--- config.mk ---
export PLATFORM = sky130hd
export DESIGN_NAME = controlador_atendimento_flat
export DESIGN_NICKNAME = d
export VERILOG_FILES = /design/src/rtl/controlador_atendimento_if.sv /design/src/rtl/controlador_atendimento.sv /design/src/flat_wrapper.sv
export SDC_FILE = /design/constraint.sdc
export NUM_CORES = 1
export LEC_CHECK = 0
export ABC_AREA = 1
export CAP_MARGIN = 20
export CORE_ASPECT_RATIO = 1.25
export CORE_MARGIN = 3
export CORE_UTILIZATION = 47
export DETAILED_ROUTE_END_ITERATION = 6
export GPL_TIMING_DRIVEN = 0
export PLACE_DENSITY = 0.74
export SETUP_SLACK_MARGIN = 0.5
export SLEW_MARGIN = 0
export SYNTH_ARGS = -nofsm -noshare
export SYNTH_HDL_FRONTEND = slang
export SYNTH_SLANG_ARGS = --single-unit
--- constraint.sdc ---
create_clock -name clk -period 1.15 [get_ports clk]
set_input_delay 0.23 -clock clk [delete_from_list [all_inputs] [get_ports clk]]
set_output_delay 0.23 -clock clk [all_outputs]
set_load 0.05 [all_outputs]
--- src/rtl/controlador_atendimento_if.sv ---
// Bundle between the floor-call register bank and the car controller:
// pending-call bits, the bank clear port and the car/door drive outputs.
interface controlador_atendimento_if;
  logic       terreo;
  logic       primeiro_andar;
  logic       segundo_andar;
  logic       terceiro_andar;
  logic [1:0] endereco;
  logic       escrita;
  logic       dado;
  logic [1:0] andar_atual;
  logic       subindo;
  logic       descendo;
  logic       porta_aberta;

  // Controller side: reads calls, drives bank clear port and car outputs
  modport master (
    input  terreo, primeiro_andar, segundo_andar, terceiro_andar,
    output endereco, escrita, dado, andar_atual, subindo, descendo, porta_aberta
  );

  // Bank/car side: presents calls, observes clears and car state
  modport slave (
    output terreo, primeiro_andar, segundo_andar, terceiro_andar,
    input  endereco, escrita, dado, andar_atual, subindo, descendo, porta_aberta
  );
endinterface

--- src/rtl/controlador_atendimento.sv ---
// Four-floor car controller: SCAN service of pending calls, one floor at a
// time, clears each served call in the bank and holds the door open.
module controlador_atendimento #(
  parameter int unsigned TEMPO_ANDAR = 8,
  parameter int unsigned TEMPO_PORTA = 4
) (
  input  logic                       clk,
  input  logic                       reset_n,
  controlador_atendimento_if.master  bus
);

  localparam int unsigned TEMPO_MAX = (TEMPO_ANDAR > TEMPO_PORTA) ? TEMPO_ANDAR : TEMPO_PORTA;
  localparam int unsigned CW        = (TEMPO_MAX > 1) ? $clog2(TEMPO_MAX) : 1;
  localparam int unsigned NA        = 4;

  typedef enum logic [2:0] {
    PARADO   = 3'd0,
    SUBINDO  = 3'd1,
    DESCENDO = 3'd2,
    LIMPA    = 3'd3,
    PORTA    = 3'd4
  } estado_t;

  estado_t       estado;
  logic [1:0]    andar;
  logic          direcao_sobe;
  logic [CW-1:0] contador;
  logic          flag_subindo;
  logic          flag_descendo;
  logic          flag_escrita;
  logic          flag_porta;

  logic [NA-1:0] req;
  logic [NA-1:0] mask_acima;
  logic [NA-1:0] mask_abaixo;
  logic          acima;
  logic          abaixo;

  // Live call vector and above/below summaries relative to the car
  always_comb begin
    req         = {bus.terceiro_andar, bus.segundo_andar, bus.primeiro_andar, bus.terreo};
    mask_acima  = NA'(4'b1110 << andar);
    mask_abaixo = ~NA'(4'b1111 << andar);
    acima       = |(req & mask_acima);
    abaixo      = |(req & mask_abaixo);
  end

  // Car FSM: decision in PARADO, timed travel and door phases, registered drives
  always_ff @(posedge clk or negedge reset_n) begin
    if (!reset_n) begin
      estado        <= PARADO;
      andar         <= 2'd0;
      direcao_sobe  <= 1'b1;
      contador      <= '0;
      flag_subindo  <= 1'b0;
      flag_descendo <= 1'b0;
      flag_escrita  <= 1'b0;
      flag_porta    <= 1'b0;
    end else begin
      case (estado)
        PARADO: begin
          if (req[andar]) begin
            estado       <= LIMPA;
            flag_escrita <= 1'b1;
          end else if (direcao_sobe && acima) begin
            estado       <= SUBINDO;
            flag_subindo <= 1'b1;
            contador     <= CW'(TEMPO_ANDAR - 1);
          end else if (!direcao_sobe && abaixo) begin
            estado        <= DESCENDO;
            flag_descendo <= 1'b1;
            contador      <= CW'(TEMPO_ANDAR - 1);
          end else if (acima) begin
            estado       <= SUBINDO;
            flag_subindo <= 1'b1;
            direcao_sobe <= 1'b1;
            contador     <= CW'(TEMPO_ANDAR - 1);
          end else if (abaixo) begin
            estado        <= DESCENDO;
            flag_descendo <= 1'b1;
            direcao_sobe  <= 1'b0;
            contador      <= CW'(TEMPO_ANDAR - 1);
          end
        end

        SUBINDO: begin
          if (contador == '0) begin
            estado       <= PARADO;
            flag_subindo <= 1'b0;
            // acima is never set at the top floor, the guard only keeps andar from wrapping
            if (andar != 2'd3) andar <= andar + 2'd1;
          end else begin
            contador <= contador - CW'(1);
          end
        end

        DESCENDO: begin
          if (contador == '0) begin
            estado        <= PARADO;
            flag_descendo <= 1'b0;
            if (andar != 2'd0) andar <= andar - 2'd1;
          end else begin
            contador <= contador - CW'(1);
          end
        end

        LIMPA: begin
          estado       <= PORTA;
          flag_escrita <= 1'b0;
          flag_porta   <= 1'b1;
          contador     <= CW'(TEMPO_PORTA - 1);
        end

        PORTA: begin
          if (contador == '0) begin
            estado     <= PARADO;
            flag_porta <= 1'b0;
          end else begin
            contador <= contador - CW'(1);
          end
        end

        default: begin
          estado        <= PARADO;
          flag_subindo  <= 1'b0;
          flag_descendo <= 1'b0;
          flag_escrita  <= 1'b0;
          flag_porta    <= 1'b0;
        end
      endcase
    end
  end

  // Drive the bundle; the bank address tracks the current floor and clears always write 0
  assign bus.andar_atual  = andar;
  assign bus.endereco     = andar;
  assign bus.dado         = 1'b0;
  assign bus.escrita      = flag_escrita;
  assign bus.subindo      = flag_subindo;
  assign bus.descendo     = flag_descendo;
  assign bus.porta_aberta = flag_porta;

  // At most one of the car/door/write drives is active at any time
  a_onehot: assert property (@(posedge clk) disable iff (!reset_n)
    $onehot0({flag_subindo, flag_descendo, flag_escrita, flag_porta}));

  // Drives always agree with the state they belong to
  a_coerente: assert property (@(posedge clk) disable iff (!reset_n)
    (flag_subindo == (estado == SUBINDO)) && (flag_descendo == (estado == DESCENDO)) &&
    (flag_escrita == (estado == LIMPA)) && (flag_porta == (estado == PORTA)));

endmodule
--- src/flat_wrapper.sv ---
// flat-port wrapper written by rule: the top's interface ports become plain ports
module controlador_atendimento_flat 
#(
  parameter int unsigned TEMPO_ANDAR = 8,
  parameter int unsigned TEMPO_PORTA = 4
)
  (clk, reset_n, bus_terreo, bus_primeiro_andar, bus_segundo_andar, bus_terceiro_andar, bus_endereco, bus_escrita, bus_dado, bus_andar_atual, bus_subindo, bus_descendo, bus_porta_aberta);
  controlador_atendimento_if bus_i ();
  input  logic clk;
  input  logic reset_n;
  input wire logic [$bits(bus_i.terreo)-1:0] bus_terreo;
  input wire logic [$bits(bus_i.primeiro_andar)-1:0] bus_primeiro_andar;
  input wire logic [$bits(bus_i.segundo_andar)-1:0] bus_segundo_andar;
  input wire logic [$bits(bus_i.terceiro_andar)-1:0] bus_terceiro_andar;
  output wire logic [$bits(bus_i.endereco)-1:0] bus_endereco;
  output wire logic [$bits(bus_i.escrita)-1:0] bus_escrita;
  output wire logic [$bits(bus_i.dado)-1:0] bus_dado;
  output wire logic [$bits(bus_i.andar_atual)-1:0] bus_andar_atual;
  output wire logic [$bits(bus_i.subindo)-1:0] bus_subindo;
  output wire logic [$bits(bus_i.descendo)-1:0] bus_descendo;
  output wire logic [$bits(bus_i.porta_aberta)-1:0] bus_porta_aberta;
  assign bus_i.terreo = bus_terreo;
  assign bus_i.primeiro_andar = bus_primeiro_andar;
  assign bus_i.segundo_andar = bus_segundo_andar;
  assign bus_i.terceiro_andar = bus_terceiro_andar;
  assign bus_endereco = bus_i.endereco;
  assign bus_escrita = bus_i.escrita;
  assign bus_dado = bus_i.dado;
  assign bus_andar_atual = bus_i.andar_atual;
  assign bus_subindo = bus_i.subindo;
  assign bus_descendo = bus_i.descendo;
  assign bus_porta_aberta = bus_i.porta_aberta;
  controlador_atendimento #(.TEMPO_ANDAR(TEMPO_ANDAR), .TEMPO_PORTA(TEMPO_PORTA)) u_core (.clk(clk), .reset_n(reset_n), .bus(bus_i));
endmodule
==> out/summary.log, run 1 <==
[place] total placed cells including tap cells 170
[timing] worst hold slack 0.0524 ns
[clock_tree] total clock buffers created by CTS 3
[logic_synthesis] cells after synthesis 138
[logic_synthesis] library cells used by synthesis 24
[worst_setup_path] data required time of the worst path 0.92 ns
[final_layout] Layout area overhead 44.6%
[worst_setup_path] Max stage delay on crit path 0.53 ns
[global_routing] via count of the first global-routing pass 912
[floorplanning] overall die height 56.5 um
[final_layout] number of filler instances in the final layout 149
[place] # port buffers 13
[logic_synthesis] post-synthesis net count 146
[worst_setup_path] family with the most delay on the worst path flip-flops
[timing] RSZ-0062 raised after global routing true
[floorplanning] Total Die Area 2620 um^2
[detailed_routing] remaining routing DRC violations 0
[logic_synthesis] post-synthesis cell area 960 um^2
[detailed_routing] ratio of routed vias to standard cells 5.44
[worst_setup_path] type of the worst setup path reg2out
[clock_tree] buffers from clock root to sink, at most 2
[clock_tree] count of hold-fix buffers inserted at cts 0
[detailed_routing] count of vias placed by the detailed router 990
[timing] final max-slew violation count 0
[logic_synthesis] Most used DFF post-synth dfrtp_1
[timing] count of endpoints failing hold in the final timing report 0
[floorplanning] number of top-level design ports 15
[outcome] violations in the final reports negative setup slack
[worst_setup_path] Worst Path Arrival 1.13 ns
[global_routing] total grt overflow 0
[detailed_routing] average detailed-routed wire length per instance 14.2 um
[final_layout] final non-filler cell area 1390 um^2
[clock_tree] clock network latency to the later pin of the worst-skew pair 0.28 ns
[global_routing] wire length of the first global-routing pass 3680 um
[global_routing] Tot GR Track Use 19.1%
[worst_setup_path] launching element type of the critical path register
[worst_setup_path] count of buffer and inverter cells on the critical path 2
[logic_synthesis] mean cell area of the mapped netlist 6.95 um^2
[global_routing] number of antenna violations at the first check in global routing 0
[detailed_routing] DR iter-0 viols 14
[worst_setup_path] chain of cells forming the critical path buf_4 -> buf_6
[timing] headroom to the max-slew limit 59.7%
[timing] peak clock frequency supported by timing 0.737 GHz
[clock_tree] TritonCTS clock tree done
[clock_tree] clock tree root buffer cell clkbuf_4
[logic_synthesis] #FFs+latches synth 13
[logic_synthesis] EDFF count, synth 0
[logic_synthesis] fraction of registers with async set/reset 100%
[timing] min cycle time layout 1.36 ns
[floorplanning] floorplan row count 17
[final_layout] most common cell after layout, fill and taps aside nand2_1
[worst_setup_path] worst-path fanout max 8
[detailed_routing] number of nets still failing antenna checks after routing 0
[timing] skew final 0.000957 ns
[worst_setup_path] startpoint of the most critical setup path u_core.bus.andar_atual[1]
[min_path] Hold Crit Class in2async
[floorplanning] die width 46.4 um
[run] max-cap violation count 0
[timing] slew of the pin with the lowest slew margin 0.604 ns
[logic_synthesis] sequential share of the synthesized area 34.0%
[clock_tree] Reg clk slew, reported paths 0.08 ns
[clock_tree] maximum level of the CTS H-tree 1
[final_layout] top library cells by usage in the layout, fill and taps aside nand2_1, nand2_2, buf_4, inv_1
[final_layout] final cell count without fillers 182
[timing] share of the clock period used by the worst path 118%
[worst_setup_path] FF-to-FF Start u_core.bus.andar_atual[1]
[logic_synthesis] count of warnings emitted by yosys 0
[floorplanning] Core Area 1850 um^2
[outcome] result of the run complete, but fails checks
[final_layout] net total in the final layout 172
[place] Routability Congestion 0.771
[timing] Setup violations, final 14
[detailed_routing] drt total wl 2580 um
[final_layout] final antenna diode count 0
[place] HPWL after detailed placement 1560 um
[timing] setup slack after layout -0.207 ns
[floorplanning] starting utilization of the core area 51.9%
[clock_tree] number of clock sinks 13
[worst_setup_path] Slowest cell on crit path dfrtp_2
[final_layout] share of post-route cells with drive strength above 1 49.7%
[worst_setup_path] Worst setup EP type output port
[place] Post-DP Area 1140 um^2
[detailed_routing] iteration count of the initial detailed-routing pass 4
[global_routing] largest net degree at the start of global routing 14
layer usage:
| layer | up-vias | GRT usage (%) | share of wire [%] |
|---|---|---|---|
| met5 | - | 0 | 0 |
| met4 | 0 | 11.0 | 7.5 |
| met3 | 17 | 2.88 | 4.1 |
| met2 | 31 | 35.2 | 51 |
| met1 | 465 | 18.4 | 38 |
| li1 | 477 | - | - |
synth_stat cells (2+ instances only):
library cell | number | share of area, %
o21ai_1 | 2 | 1.0
nor2_2 | 4 | 2.6
nand2_1 | 50 | 20
o21ai_0 | 4 | 2.1
ha_1 | 2 | 2.6
inv_1 | 14 | 5.5
dfrtp_1 | 12 | 31
buf_4 | 3 | 2.3
nor2_1 | 6 | 2.3
inv_2 | 4 | 1.6
nand2_2 | 8 | 5.2
nor2_4 | 2 | 2.3
nand3_1 | 12 | 6.3
nand3_2 | 5 | 5.2
state kept, by name, summed over array words and instances, names as in the netlist:
name / flops
u_core.bus.porta_aberta: 1
u_core.direcao_sobe: 1
u_core.bus.subindo: 1
u_core.bus.andar_atual: 2
u_core.bus.descendo: 1
u_core.contador: 3
u_core.estado: 3
u_core.bus.escrita: 1
layout make-up:
cell class,count,area [um^2],share of cell area [%]
Timing Repair Buffer,21,206,14.9
Buffer,3,22.5,1.62
Sequential cell,13,337,24.3
Multi-Input combinational cell,103,691,49.8
Tap cell,19,23.8,1.71
Clock buffer,4,26.3,1.89
Inverter,19,81.3,5.86
cells by family after synthesis:
family / after synthesis / synth area share, %
and+or+nand+nor: 90 / 46.7
other: 1 / 0.391
DFF: 13 / 34.0
AOI/OAI and AO/OA: 8 / 4.43
buffers and inverters: 22 / 10.0
adders and majority gates: 2 / 2.61
xor gates and xnor gates: 2 / 1.83
path summary, 6_finish.rpt:
check                                     endpoint  slack (ns)  cells after the start
setup / recovery                   bus_endereco[1]       -0.21                      2
min in group clk                u_core.bus.subindo        0.49                      2
setup reg to reg               u_core.bus.descendo       -0.20                      9
hold / removal             u_core.bus.porta_aberta        0.05                      1
max in group asynchronous       u_core.bus.subindo        0.67                      1
hold reg to reg                 u_core.bus.subindo        0.49                      2
timing repair:
action	CTS	global route
setup buffers	4	4
pin swaps	13	11
setup endpoints to repair	34	21
resized for setup	67	29
stage by stage:
step / setup TNS, ns / worst slack [ns] / utilization [%]
floorplan: -1.36 / -0.182 / -
global placement: -5.08 / -0.428 / 61.8
detailed placement: -5.36 / -0.426 / 61.8
CTS: -1.83 / -0.164 / 67.9
global route: -3.49 / -0.302 / 75.0
finish: -2.47 / -0.207 / 75.0
Power of run 1 is not shown: default switching activity piles up to over one toggle a cycle in this logic, so the estimate is an artifact.
==> inputs of run 2 (changes only) <==
Settings changed: CAP_MARGIN 20 to default.
==> results of run 2 <==
Same layout as run 1: the final DEF is identical, and so are final timing and power.
Power of run 2 is left out for the same reason.
